**src/rtl/matrix_wb_sequencer.sv**
```systemverilog
// Drains a latched matrix result vector into the register file, one 8-bit element per cycle, through the writeback mux.
// Latency: first write in the cycle after start, one element per cycle, done pulse one cycle after the last write.
// Backpressure: a pipeline write (pipe_write) always wins; the sequencer yields that cycle and holds its element.
module matrix_wb_sequencer #(
    parameter int N_ELEM = 4,
    parameter int IDX_W  = 3
) (
    input  logic                  clk,
    input  logic                  rst_n,
    input  logic                  start,
    input  logic [2:0]            base_reg,
    input  logic [IDX_W-1:0]      count,
    input  logic [8*N_ELEM-1:0]   result_vec,
    input  logic                  pipe_write,
    output logic [7:0]            wrtdata1,
    output logic [2:0]            destreg1,
    output logic                  write1,
    output logic                  sel,
    output logic                  busy,
    output logic                  done
);

    typedef enum logic [1:0] {
        IDLE  = 2'd0,
        WRITE = 2'd1,
        DONE  = 2'd2
    } state_t;

    localparam logic [IDX_W-1:0] N_MAX = IDX_W'(N_ELEM);

    state_t                state_q, state_d;
    logic [8*N_ELEM-1:0]   vec_q, vec_d;
    logic [2:0]            base_q, base_d;
    logic [IDX_W-1:0]      cnt_q, cnt_d;
    logic [IDX_W-1:0]      idx_q, idx_d;
    logic [IDX_W-1:0]      count_clamped;
    logic [7:0]            elem;
    logic                  in_write;

    assign count_clamped = (count > N_MAX) ? N_MAX : count;

    always_comb begin
        elem = '0;
        for (int i = 0; i < N_ELEM; i++) begin
            if (idx_q == IDX_W'(i)) begin
                elem = vec_q[8*i +: 8];
            end
        end
    end

    always_comb begin
        state_d = state_q;
        vec_d   = vec_q;
        base_d  = base_q;
        cnt_d   = cnt_q;
        idx_d   = idx_q;
        case (state_q)
            IDLE: begin
                if (start) begin
                    vec_d   = result_vec;
                    base_d  = base_reg;
                    cnt_d   = count_clamped;
                    idx_d   = '0;
                    state_d = (count_clamped == '0) ? DONE : WRITE;
                end
            end
            WRITE: begin
                // A pipeline write in this cycle means the mux is not ours; hold everything.
                if (!pipe_write) begin
                    idx_d = idx_q + IDX_W'(1);
                    if (idx_q == cnt_q - IDX_W'(1)) begin
                        state_d = DONE;
                    end
                end
            end
            DONE:    state_d = IDLE;
            default: state_d = IDLE;
        endcase
    end

    always_ff @(posedge clk or negedge rst_n) begin
        if (!rst_n) begin
            state_q <= IDLE;
            vec_q   <= '0;
            base_q  <= '0;
            cnt_q   <= '0;
            idx_q   <= '0;
        end else begin
            state_q <= state_d;
            vec_q   <= vec_d;
            base_q  <= base_d;
            cnt_q   <= cnt_d;
            idx_q   <= idx_d;
        end
    end

    assign in_write = (state_q == WRITE);
    assign write1   = in_write & ~pipe_write;
    assign sel      = write1;
    // Destination wraps modulo 8 through the 3-bit add.
    assign destreg1 = in_write ? (base_q + 3'(idx_q)) : 3'd0;
    assign wrtdata1 = in_write ? elem : 8'd0;
    assign busy     = (state_q != IDLE);
    assign done     = (state_q == DONE);

endmodule
```
**config.mk**
```make
export PLATFORM = sky130hd
export DESIGN_NAME = matrix_wb_sequencer
export DESIGN_NICKNAME = d
export VERILOG_FILES = /design/src/rtl/matrix_wb_sequencer.sv
export SDC_FILE = /design/constraint.sdc
export NUM_CORES = 1
export LEC_CHECK = 0
export CAP_MARGIN = 10
export CORE_ASPECT_RATIO = 1.75
export CORE_MARGIN = 2
export CORE_UTILIZATION = 52
export CTS_CLUSTER_SIZE = 28
export DETAILED_ROUTE_END_ITERATION = 8
export PLACE_DENSITY_LB_ADDON = 0.12
export SLEW_MARGIN = 25
export SYNTH_ARGS = -nofsm -noshare
export SYNTH_HDL_FRONTEND = slang
export SYNTH_SLANG_ARGS = --single-unit
```
**constraint.sdc**
```tcl
create_clock -name clk -period 3.1 [get_ports clk]
set_input_delay 0.62 -clock clk [delete_from_list [all_inputs] [get_ports clk]]
set_output_delay 0.62 -clock clk [all_outputs]
set_load 0.005 [all_outputs]
```
==> summary.md <==
| Metric | Value |
|---|---|
| Status | `finished, final reports clean` |
| Final wirelength | `4480 um` |
| Router iterations before antenna repair | `4` |
| Reg area | `0.00108 mm2` |
| Routed length per instance | `15.2 um` |
| Max-slew violations | `0` |
| Pwr Density | `977 mW/mm2` |
| First-pass GRT wire length | `7740 um` |
| Core ar. | `0.00407 mm2` |
| Starting Density | `53.6%` |
| Hold Fails Final Rpt | `0` |
| Number of global-route vias before repair | `1633` |
| Period utilization | `95.7%` |
| Worst Skew | `7.06 ps` |
| Worst EP arrival | `2350 ps` |
| CP Launch Type | `flop` |
| Relative slew slack | `64.5%` |
| H-tree depth | `2` |
| Hold Crit Class | `in2async` |
| Worst-Margin Slew | `533 ps` |
| Power, Total | `2.79 mW` |
| CP endpoint kind | `output port` |
| Cell count after synthesis | `194` |
| Placer congestion estimate | `0.809` |
| Leak | `1.18 nW` |
| Io pins | `57` |
| Worst path bufs/invs | `2` |
| Post-CTS Hold Fix Bufs | `0` |
| DRT iter0 DRCs | `29` |
| Standard-cell rows | `31` |
| Post-CTS Setup Bufs | `0` |
| CP cell instances | `inv_1 > ha_1 > or2_1 > a21o_1 > a221oi_1 > clkdlybuf4s50_1` |
| Max-cap violation count | `0` |
| Unique masters post-synth | `31` |
| Clk slew on worst S/H paths | `80 ps` |
| Die height | `89.7 um` |
| Maximum VDD drop | `0.000692 V` |
| Post-synthesis sequential area ratio | `49.3%` |
| Synth top area share | `49.3%` |
| IO buf count | `56` |
| Clk_lat worst skew | `290 ps` |
| #FFs+latches synth | `43` |
| HPWL Detailed | `3330 um` |
| Area of the multi-input gates | `1000 um2` |
| Clk sinks | `43` |
| Min Tclk post-route | `2970 ps` |
| Ant. Diodes | `0` |
| Synth warn | `0` |
| Fill cell count | `327` |
| Post-Route Utilization | `70.0%` |
| Die Area | `0.00476 mm2` |
| Max FO, Critical Path | `8` |
| Detailed-route via count | `1585` |
| Via/cell ratio | `5.37` |
| Total grt overflow | `0` |
| Critical Path RT | `2480 ps` |
| Setup violators final | `0` |
| Largest net degree at the start of global routing | `51` |
| Final Non-Filler Cells | `295` |
| DIE WIDTH | `53.0 um` |
| Max Clk Rate | `337 MHz` |
| Synth Net Count | `244` |
| Area grow syn2layout | `30.5%` |
| Post-placement cell count | `287` |
| Nets | `295` |
| CTS tree | `yes` |
| Worst path max stage delay | `560 ps` |
| Global-route usage over all layers | `21.8%` |
| Crit-path leading delay family | `buffers and inverters` |
| Clk root buf | `clkbuf_8` |
| Num CTS Buffers | `5` |
| Syn Area/Cell | `11.3 um2` |
| Top post-synthesis cells by area | `dfrtp_1, mux2_2, ha_1` |
| Initial antenna violation count | `0` |
| CP max-delay cell | `clkdlybuf4s50_1` |
| Share of layout cells above drive strength 1 | `19.1%` |
| Routed Antenna Nets | `0` |
| Clock Path Buffers | `2` |
| Area leader, netlist | `dfrtp_1` |
| Crit Path Category | `reg2out` |
| Syn Std Cell Area | `0.00218 mm2` |
| DRC | `0` |
placed cells by master (no fill, tap or decap), types with 5 or more instances in the layout:
cell type        synthesis  layout
o21ai_0                 11      11
inv_1                   17      17
clkbuf_8                 0       5
mux2_2                  26      26
clkdlybuf4s50_1          0      55
a21oi_1                  8       8
a21o_1                   8       8
nand3b_1                10      10
a221oi_1                 8       7
nand2_1                 17      17
dfrtp_1                 43      41
report_power, final:
group	total (mW)	internal, mW	switching, mW	leakage, nW
clock network	0.333	0.158	0.175	0.0422
registers	1.02	0.840	0.182	0.516
logic	1.43	0.828	0.602	0.623
total	2.79	1.83	0.959	1.18
cell families after synthesis:
| group | after synthesis | share of synthesized area [%] |
|---|---|---|
| and+or+nand+nor | 41 | 10.8 |
| adders and majority gates | 8 | 4.93 |
| AOI/OAI and AO/OA | 39 | 12.0 |
| DFF | 43 | 49.3 |
| xor gates and xnor gates | 5 | 2.69 |
| muxes | 28 | 14.4 |
| buffers and inverters | 30 | 5.90 |
worst reg2reg max path: cells and delay by family, from the launching register on:
kind	cells	cell delay [ps]
buffers and inverters	1	470
flip-flops	1	450
AND/OR/NAND/NOR	2	400
multiplexers	1	290
through the flow:
stage / area [um2] / worst slack, ps / hold WS [ps] / TNS [ps]
after CTS: 2830 / 60.4 / 492 / 0
after detailed placement: 2750 / 300 / 495 / 0
after global routing: 2850 / -5.05 / 341 / -8.59
after global placement: 2750 / 336 / 492 / 0
after floorplan: 2180 / 925 / 324 / 0
final: 2850 / 134 / 305 / 0
state kept, by name, indices dropped and copies added, names as in the netlist:
signal and flops:
base_q 3, cnt_q 3, idx_q 3, state_q 2
vec_q 32
per-layer routing:
metal / global-route usage (%) / share of wire, %
met5: 0 / 0
met1: 27.5 / 42
met3: 3.99 / 3.8
met2: 36.3 / 53
met4: 7.91 / 1.9
synthesized netlist by cell type, drive strengths merged:
master / n
and2b: 1
a21oi: 8
a32o: 1
a221oi: 8
xor3: 1
dfrtp: 43
nor3b: 2
fa: 1
a22o: 1
nand3b: 10
and3: 1
nor3: 2
o21ai: 11
nand2: 17
o32ai: 1
nand2b: 1
nor2: 4
xnor2: 4
inv: 17
a21o: 9
nor4: 1
mux2: 28
clkbuf: 4
buf: 9
ha: 7
or2: 2
final timing paths:
path / from / end / slack, ps / cells past startpoint
hold reg to reg: vec_q[5]$_DFFE_PN0P_ / vec_q[5]$_DFFE_PN0P_ / 510 / 1
setup / recovery: idx_q[0]$_DFFE_PN0P_ / wrtdata1[4] / 130 / 6
hold / removal: rst_n / state_q[1]$_DFFE_PN0P_ / 310 / 1
setup reg to reg: state_q[1]$_DFFE_PN0P_ / idx_q[0]$_DFFE_PN0P_ / 1380 / 4
max in group asynchronous: rst_n / idx_q[1]$_DFFE_PN0P_ / 2400 / 1
min in group clk: vec_q[5]$_DFFE_PN0P_ / vec_q[5]$_DFFE_PN0P_ / 510 / 1
repair_timing:
| item | CTS | global route |
|---|---|---|
| gates cloned | 0 | 0 |
| gates resized for setup | 1 | 5 |
| pin swaps | 0 | 0 |
| setup endpoints to repair | 1 | 8 |
cell type report:
type	count	share of cell area, %
Multi-Input combinational cell	121	35.1
Timing Repair Buffer	57	19.8
Tap cell	49	2.15
Clock inverter	1	0.176
Sequential cell	43	37.8
Clock buffer	7	2.68
Inverter	17	2.24
Note: power is estimated with default switching activity, not from simulation.
==> RTL change 1 (same flow settings) <==
Set the parameter `IDX_W` to 4 (it was 3).
--- a/src/rtl/matrix_wb_sequencer.sv
+++ b/src/rtl/matrix_wb_sequencer.sv
@@ -3,7 +3,7 @@
 // Backpressure: a pipeline write (pipe_write) always wins; the sequencer yields that cycle and holds its element.
 module matrix_wb_sequencer #(
     parameter int N_ELEM = 4,
-    parameter int IDX_W  = 3
+    parameter int IDX_W  = 4
 ) (
     input  logic                  clk,
     input  logic                  rst_n,
Ports: changed (resized count); port bits go from 57 to 58. No check against the original RTL was run, so the function may have changed too.
==> RTL change 1 against the original RTL <==
- utilization decreased by 1.1 points
- wire length up 21%
- via count up 21%
- total power increased by 1.8%
- sequential cell count rose by 2
- setup slack lost 0.015 ns
- design area is 4.5% higher
- area after synthesis increased by 4.9%
- non-clock buffer count up 3
- final cell count grew 22%
==> RTL change 1: results (changes against the original RTL) <==
Run status:
- The run finished with clean final reports.

Drt:
- The total wirelength of the detailed-routed design is 5.44 mm (+21%).
- The total routed wire length on the met1 layer was 1.97 mm (+6.0%).
- The routed via count divided by cell count is 5.32 (-1.0%).
- The met3 wire length is 153 um (-9.5%).
- The met2 layer wire length in the routed design is 3.15 mm (+33%).

Finish:
- The share of layout cells above drive strength 1 is 0.0874 (-0.104).
- The net count of the finished layout is 358 (+21%).

Global route:
- The global-route usage over all layers is 0.245 (+0.0272).
- The first-pass GRT wire length came to 8.67 mm (+12%).
- The maximum number of pins on one net before global-route repair came to 46 (-9.8%).

Pwr:
- The share of total power consumed by net switching was 0.377 (+0.0324).
- The leakage power of the design was 1.41 nW (+20%).
- The maximum vdd ir drop is 0.688 mV (-0.48%).

Placed design:
- The detailed-placement wirelength estimate was 3.95 mm (+19%).
- The post-detailed-placement cell area is 0.00286 mm^2 (+4.0%).
- The global placement routability congestion is 0.870 (+7.6%).
- The count of input and output buffers is 57 (+1.8%).

Clock network:
- After clock tree synthesis, the clock-pin slew on the worst setup and hold paths is 0.09 ns.

Logic synthesis:
- Ranked by total cell area, the synthesized netlist is headed by sky130_fd_sc_hd__dfrtp_1 (49%), sky130_fd_sc_hd__nand2_1 (19%), sky130_fd_sc_hd__ha_1 (3.3%).
- Sorting the synthesized cells by how often they occur yields sky130_fd_sc_hd__nand2_1 (115), sky130_fd_sc_hd__dfrtp_1 (45), sky130_fd_sc_hd__buf_2 (10), sky130_fd_sc_hd__o21ai_0 (10), sky130_fd_sc_hd__a22oi_1 (8).

Critical path:
- The cell type of the slowest stage on the worst timing path is sky130_fd_sc_hd__dfrtp_1.
- The maximum single-stage delay on the critical path is 0.47 ns (-0.09 ns).
- In this run the critical register-to-register path is captured at vec_q[9].
- The largest fanout on the critical path is 8 (unchanged).

Timing:
- The worst max-slew margin expressed relative to the limit is 0.499 (-0.146).
-- RTL change 1: worst register-to-register path, cell delays in order, from the launching register on --
cell and delay [ns]:
sky130_fd_sc_hd__dfrtp_1 0.52, sky130_fd_sc_hd__nand2b_4 0.25, sky130_fd_sc_hd__nand3b_2 0.57, sky130_fd_sc_hd__nand2_1 0.29, sky130_fd_sc_hd__nand2_1 0.08
-- RTL change 1: kinds of logic (layout without fill, tap and decap cells) --
group | after synthesis | in the layout | share of synthesized area
fa+ha+maj | 7 | 7 | 0.0415
xor+xnor | 10 | 10 | 0.0382
compound gates | 33 | 33 | 0.106
flops | 45 | 45 | 0.491
simple gates | 141 | 141 | 0.275
buf+inv | 18 | 72 | 0.0431
mux | 1 | 1 | 0.00491
-- RTL change 1: what timing repair did --
action                                  4_1_cts  5_1_grt
endpoints found under the setup margin        0        2
gates resized for setup                       0        1
hold buffers                                  0        0
hold endpoints to repair                      0        0
-- RTL change 1: area by class of cell --
class	count	area [um^2]
sequential	45	1130
clock inverter	3	43.8
multi-input combinational	192	1070
timing repair buffer	60	591
clock buffer	5	68.8
inverter	4	15.0
fill	336	1350
tap	51	63.8
-- RTL change 1: metrics by stage --
step	instances	setup WS (ns)	util	total power, W	hold WS (ns)
5_1_grt	360	0.00341	0.689	0.00305	0.329
3_5_place_dp	352	0.361	0.661	0.00240	0.463
3_3_place_gp	352	0.364	0.661	0.00237	0.458
6_report	360	0.119	0.689	0.00284	0.304
2_1_floorplan	255	1.00	-	0.00188	0.324
4_1_cts	360	0.102	0.688	0.00285	0.483
-- RTL change 1: worst max-delay path by stage --
stage,to,slack (ns),cells after the start
6_report,wrtdata1[7],0.12,8
5_1_grt,wrtdata1[6],0.003,8
4_1_cts,wrtdata1[6],0.10,7
2_1_floorplan,wrtdata1[2],1.00,8
3_3_place_gp,write1,0.36,3
3_5_place_dp,write1,0.36,3
-- RTL change 1: power groups by stage --
stage | Combinational (W) | Sequential (W) | Clock, W
after floorplan | 0.000898 | 0.000978 | 0
after global placement | 0.00129 | 0.00108 | 0
after detailed placement | 0.00131 | 0.00109 | 0
after CTS | 0.00132 | 0.00108 | 0.000454
after global routing | 0.00146 | 0.00110 | 0.000480
final | 0.00131 | 0.00109 | 0.000444
-- RTL change 1: metal layers --
| layer | GRT usage | vias to the layer above |
|---|---|---|
| met5 | 0 | - |
| met4 | 0.104 | 0 |
| met3 | 0.0407 | 11 |
| met2 | 0.447 | 46 |
| met1 | 0.259 | 923 |
| li1 | - | 934 |
==> RTL change 2 (same settings) <==
Without the edit above. The 3 states of `state_t` get a one-hot encoding in 3 bits.
--- a/src/rtl/matrix_wb_sequencer.sv
+++ b/src/rtl/matrix_wb_sequencer.sv
@@ -20,10 +20,10 @@
     output logic                  done
 );
 
-    typedef enum logic [1:0] {
-        IDLE  = 2'd0,
-        WRITE = 2'd1,
-        DONE  = 2'd2
+    typedef enum logic [2:0] {
+        IDLE  = 3'b001,
+        WRITE = 3'b010,
+        DONE  = 3'b100
     } state_t;
 
     localparam logic [IDX_W-1:0] N_MAX = IDX_W'(N_ELEM);
Behaviour: no difference found for any inputs over 10 cycles, from zero or initial values and one cycle with rst_n low; not proved beyond that.
==> RTL change 2 against the original RTL <==
- wire length increased by 15%
- count of clock-buffer cells in the layout decreased by 1
- area after synthesis increased by 2.3%
- total power decreased by 8.5%
- highest routed layer unchanged
- clock skew decreased by 0.0014 ns
- sequential cell count increased by 1
- critical endpoint is now destreg1[2]
- final cell count decreased by 3.4%
- largest cell class unchanged
- design area increased by 3.2%
- setup slack got worse by 0.020 ns
==> RTL change 2: results (changes against the original RTL) <==
Run status:
- The run finished with clean final reports.

Placed design:
- The count of input and output buffers is 56 (unchanged).
- The number of instances in the placed design came to 277 (-3.5%).
- The worst slack after detailed placement is 0.108 ns (-0.192 ns).
- The global placement routability congestion is 0.808 (-0.12%).
- The detailed-placement wirelength estimate is 3.96 mm (+19%).
- The post-detailed-placement cell area is 0.00281 mm^2 (+2.0%).

Clock network:
- The later pin in the worst-skew pair is clocked with a latency of 0.30 ns.
- The clock-pin slew on the worst setup and hold paths is 0.08 ns (about the same).

Critical path:
- The arrival time reported for the critical path endpoint is 2.37 ns (+0.02 ns).
- The largest fanout on the critical path is 6 (-2).
- The maximum single-stage delay on the critical path is 0.51 ns (-0.05 ns).

Timing:
- The largest clock skew in the final design came to 0.00568 ns (-0.00138 ns).
- The worst max-slew margin expressed relative to the limit is 0.639 (-0.00552).

Min path:
- In this run the worst hold path is classified as input port to async pin.

Finish:
- The net count of the finished layout is 285 (-3.4%).
- Counting flops per register, the top entry is vec_q.
- The share of layout cells above drive strength 1 was 0.0890 (-0.102).
- The number of cells in the finished layout apart from fillers is 285 (-3.4%).
- The number of filler instances in the final layout is 334 (+2.1%).
- The antenna diode count is 0 (unchanged).

Logic synthesis:
- The sequential fraction of the synthesis area is 0.493 (+0.000727).
- The primary flip-flop cell chosen by synthesis mapping is sky130_fd_sc_hd__dfrtp_1.
- Yosys attributes the largest share of cell area to sky130_fd_sc_hd__dfrtp_1 (48%), sky130_fd_sc_hd__mux2_1 (16%), sky130_fd_sc_hd__ha_1 (3.9%).
- The synthesized instance count came to 181 (-6.7%).
- The count of cell types in the netlist was 35 (+13%).
- The net count of the mapped netlist is 231 (-5.3%).
- The fraction of registers with async set or reset after synthesis is 1.00 (unchanged).
- By count the netlist is led by sky130_fd_sc_hd__dfrtp_1 (43), sky130_fd_sc_hd__mux2_1 (32), sky130_fd_sc_hd__a21o_1 (10).

Global route:
- The global-route usage over all layers is 0.239 (+0.0205).
- The first-pass GRT wire length is 8.31 mm (+7.4%).
- The number of global-route vias before repair is 1786 (+9.4%).
- The maximum number of pins on one net before global-route repair is 45 (-12%).

Drt:
- The routed via count divided by cell count is 5.68 (+5.8%).
- The detail-routed net length per standard cell is 18.1 um (+19%).
- The initial DRC count came to 37 (+28%).

Pwr:
- The net switching power is 0.000836 W (-13%).
- The leakage power of the design came to 1.28 nW (+8.6%).
- The maximum vdd ir drop came to 0.569 mV (-18%).
-- RTL change 2: metrics by stage --
stage               power, W  hold WS, ns
floorplan            0.00174        0.324
global route         0.00272        0.333
detailed placement   0.00210        0.472
finish               0.00255        0.294
CTS                  0.00257        0.493
global placement     0.00204        0.464
-- RTL change 2: cells by family after synthesis --
kind of cell,synth area share
buffers and inverters,0.0442
AND/OR/NAND/NOR,0.106
AO/OA/AOI/OAI,0.101
adder cells (fa/ha/maj),0.0482
multiplexers,0.181
XOR/XNOR,0.0258
flip-flops,0.493
-- RTL change 2: path summary, 6_finish.rpt --
path / slack [ns] / cells after the start / startpoint / end
min in group clk: 0.49 / 1 / vec_q[7] / vec_q[7]
max: 0.11 / 7 / idx_q[0] / destreg1[2]
max reg2reg: 1.32 / 3 / state_q[0] / vec_q[16]
max in group asynchronous: 2.43 / 1 / rst_n / vec_q[15]
min reg2reg: 0.49 / 1 / vec_q[7] / vec_q[7]
min: 0.29 / 1 / rst_n / vec_q[13]
-- RTL change 2: metal layers --
layer  vias to the layer above  GRT usage  share of wire
li1                        752          -              -
met1                       813      0.239           0.34
met2                        45      0.443           0.59
met3                        10     0.0381          0.037
met4                         0      0.111          0.029
met5                         -          0              0
-- RTL change 2: area by class of cell --
type                       instances  area, um^2  share of cell area
sequential                        44        1100               0.375
multi-input combinational        119        1060               0.361
timing repair buffer              57         566               0.192
clock buffer                       6        82.6              0.0281
tap                               49        61.3              0.0208
clock inverter                     2        38.8              0.0132
inverter                           8        30.0              0.0102
-- RTL change 2: repair_timing --
item / 4_1_cts / 5_1_grt
setup endpoints to repair: 8 / 8
gates resized for setup: 2 / 3
cloned: 0 / 0
pin swaps: 0 / 1
-- RTL change 2: power groups by stage --
stage	clock network [W]	registers [W]	logic, W
3_3_place_gp	0	0.00104	0.00100
2_1_floorplan	0	0.000970	0.000770
5_1_grt	0.000488	0.00108	0.00115
3_5_place_dp	0	0.00106	0.00105
4_1_cts	0.000467	0.00104	0.00106
6_report	0.000459	0.00104	0.00105
-- RTL change 2: critical path: cells and delay by family (launching register included) --
family / cells / cell delay, ns
xor+xnor: 2 / 0.28
fa+ha+maj: 2 / 0.62
buf+inv: 2 / 0.57
flops: 1 / 0.49
simple gates: 1 / 0.10
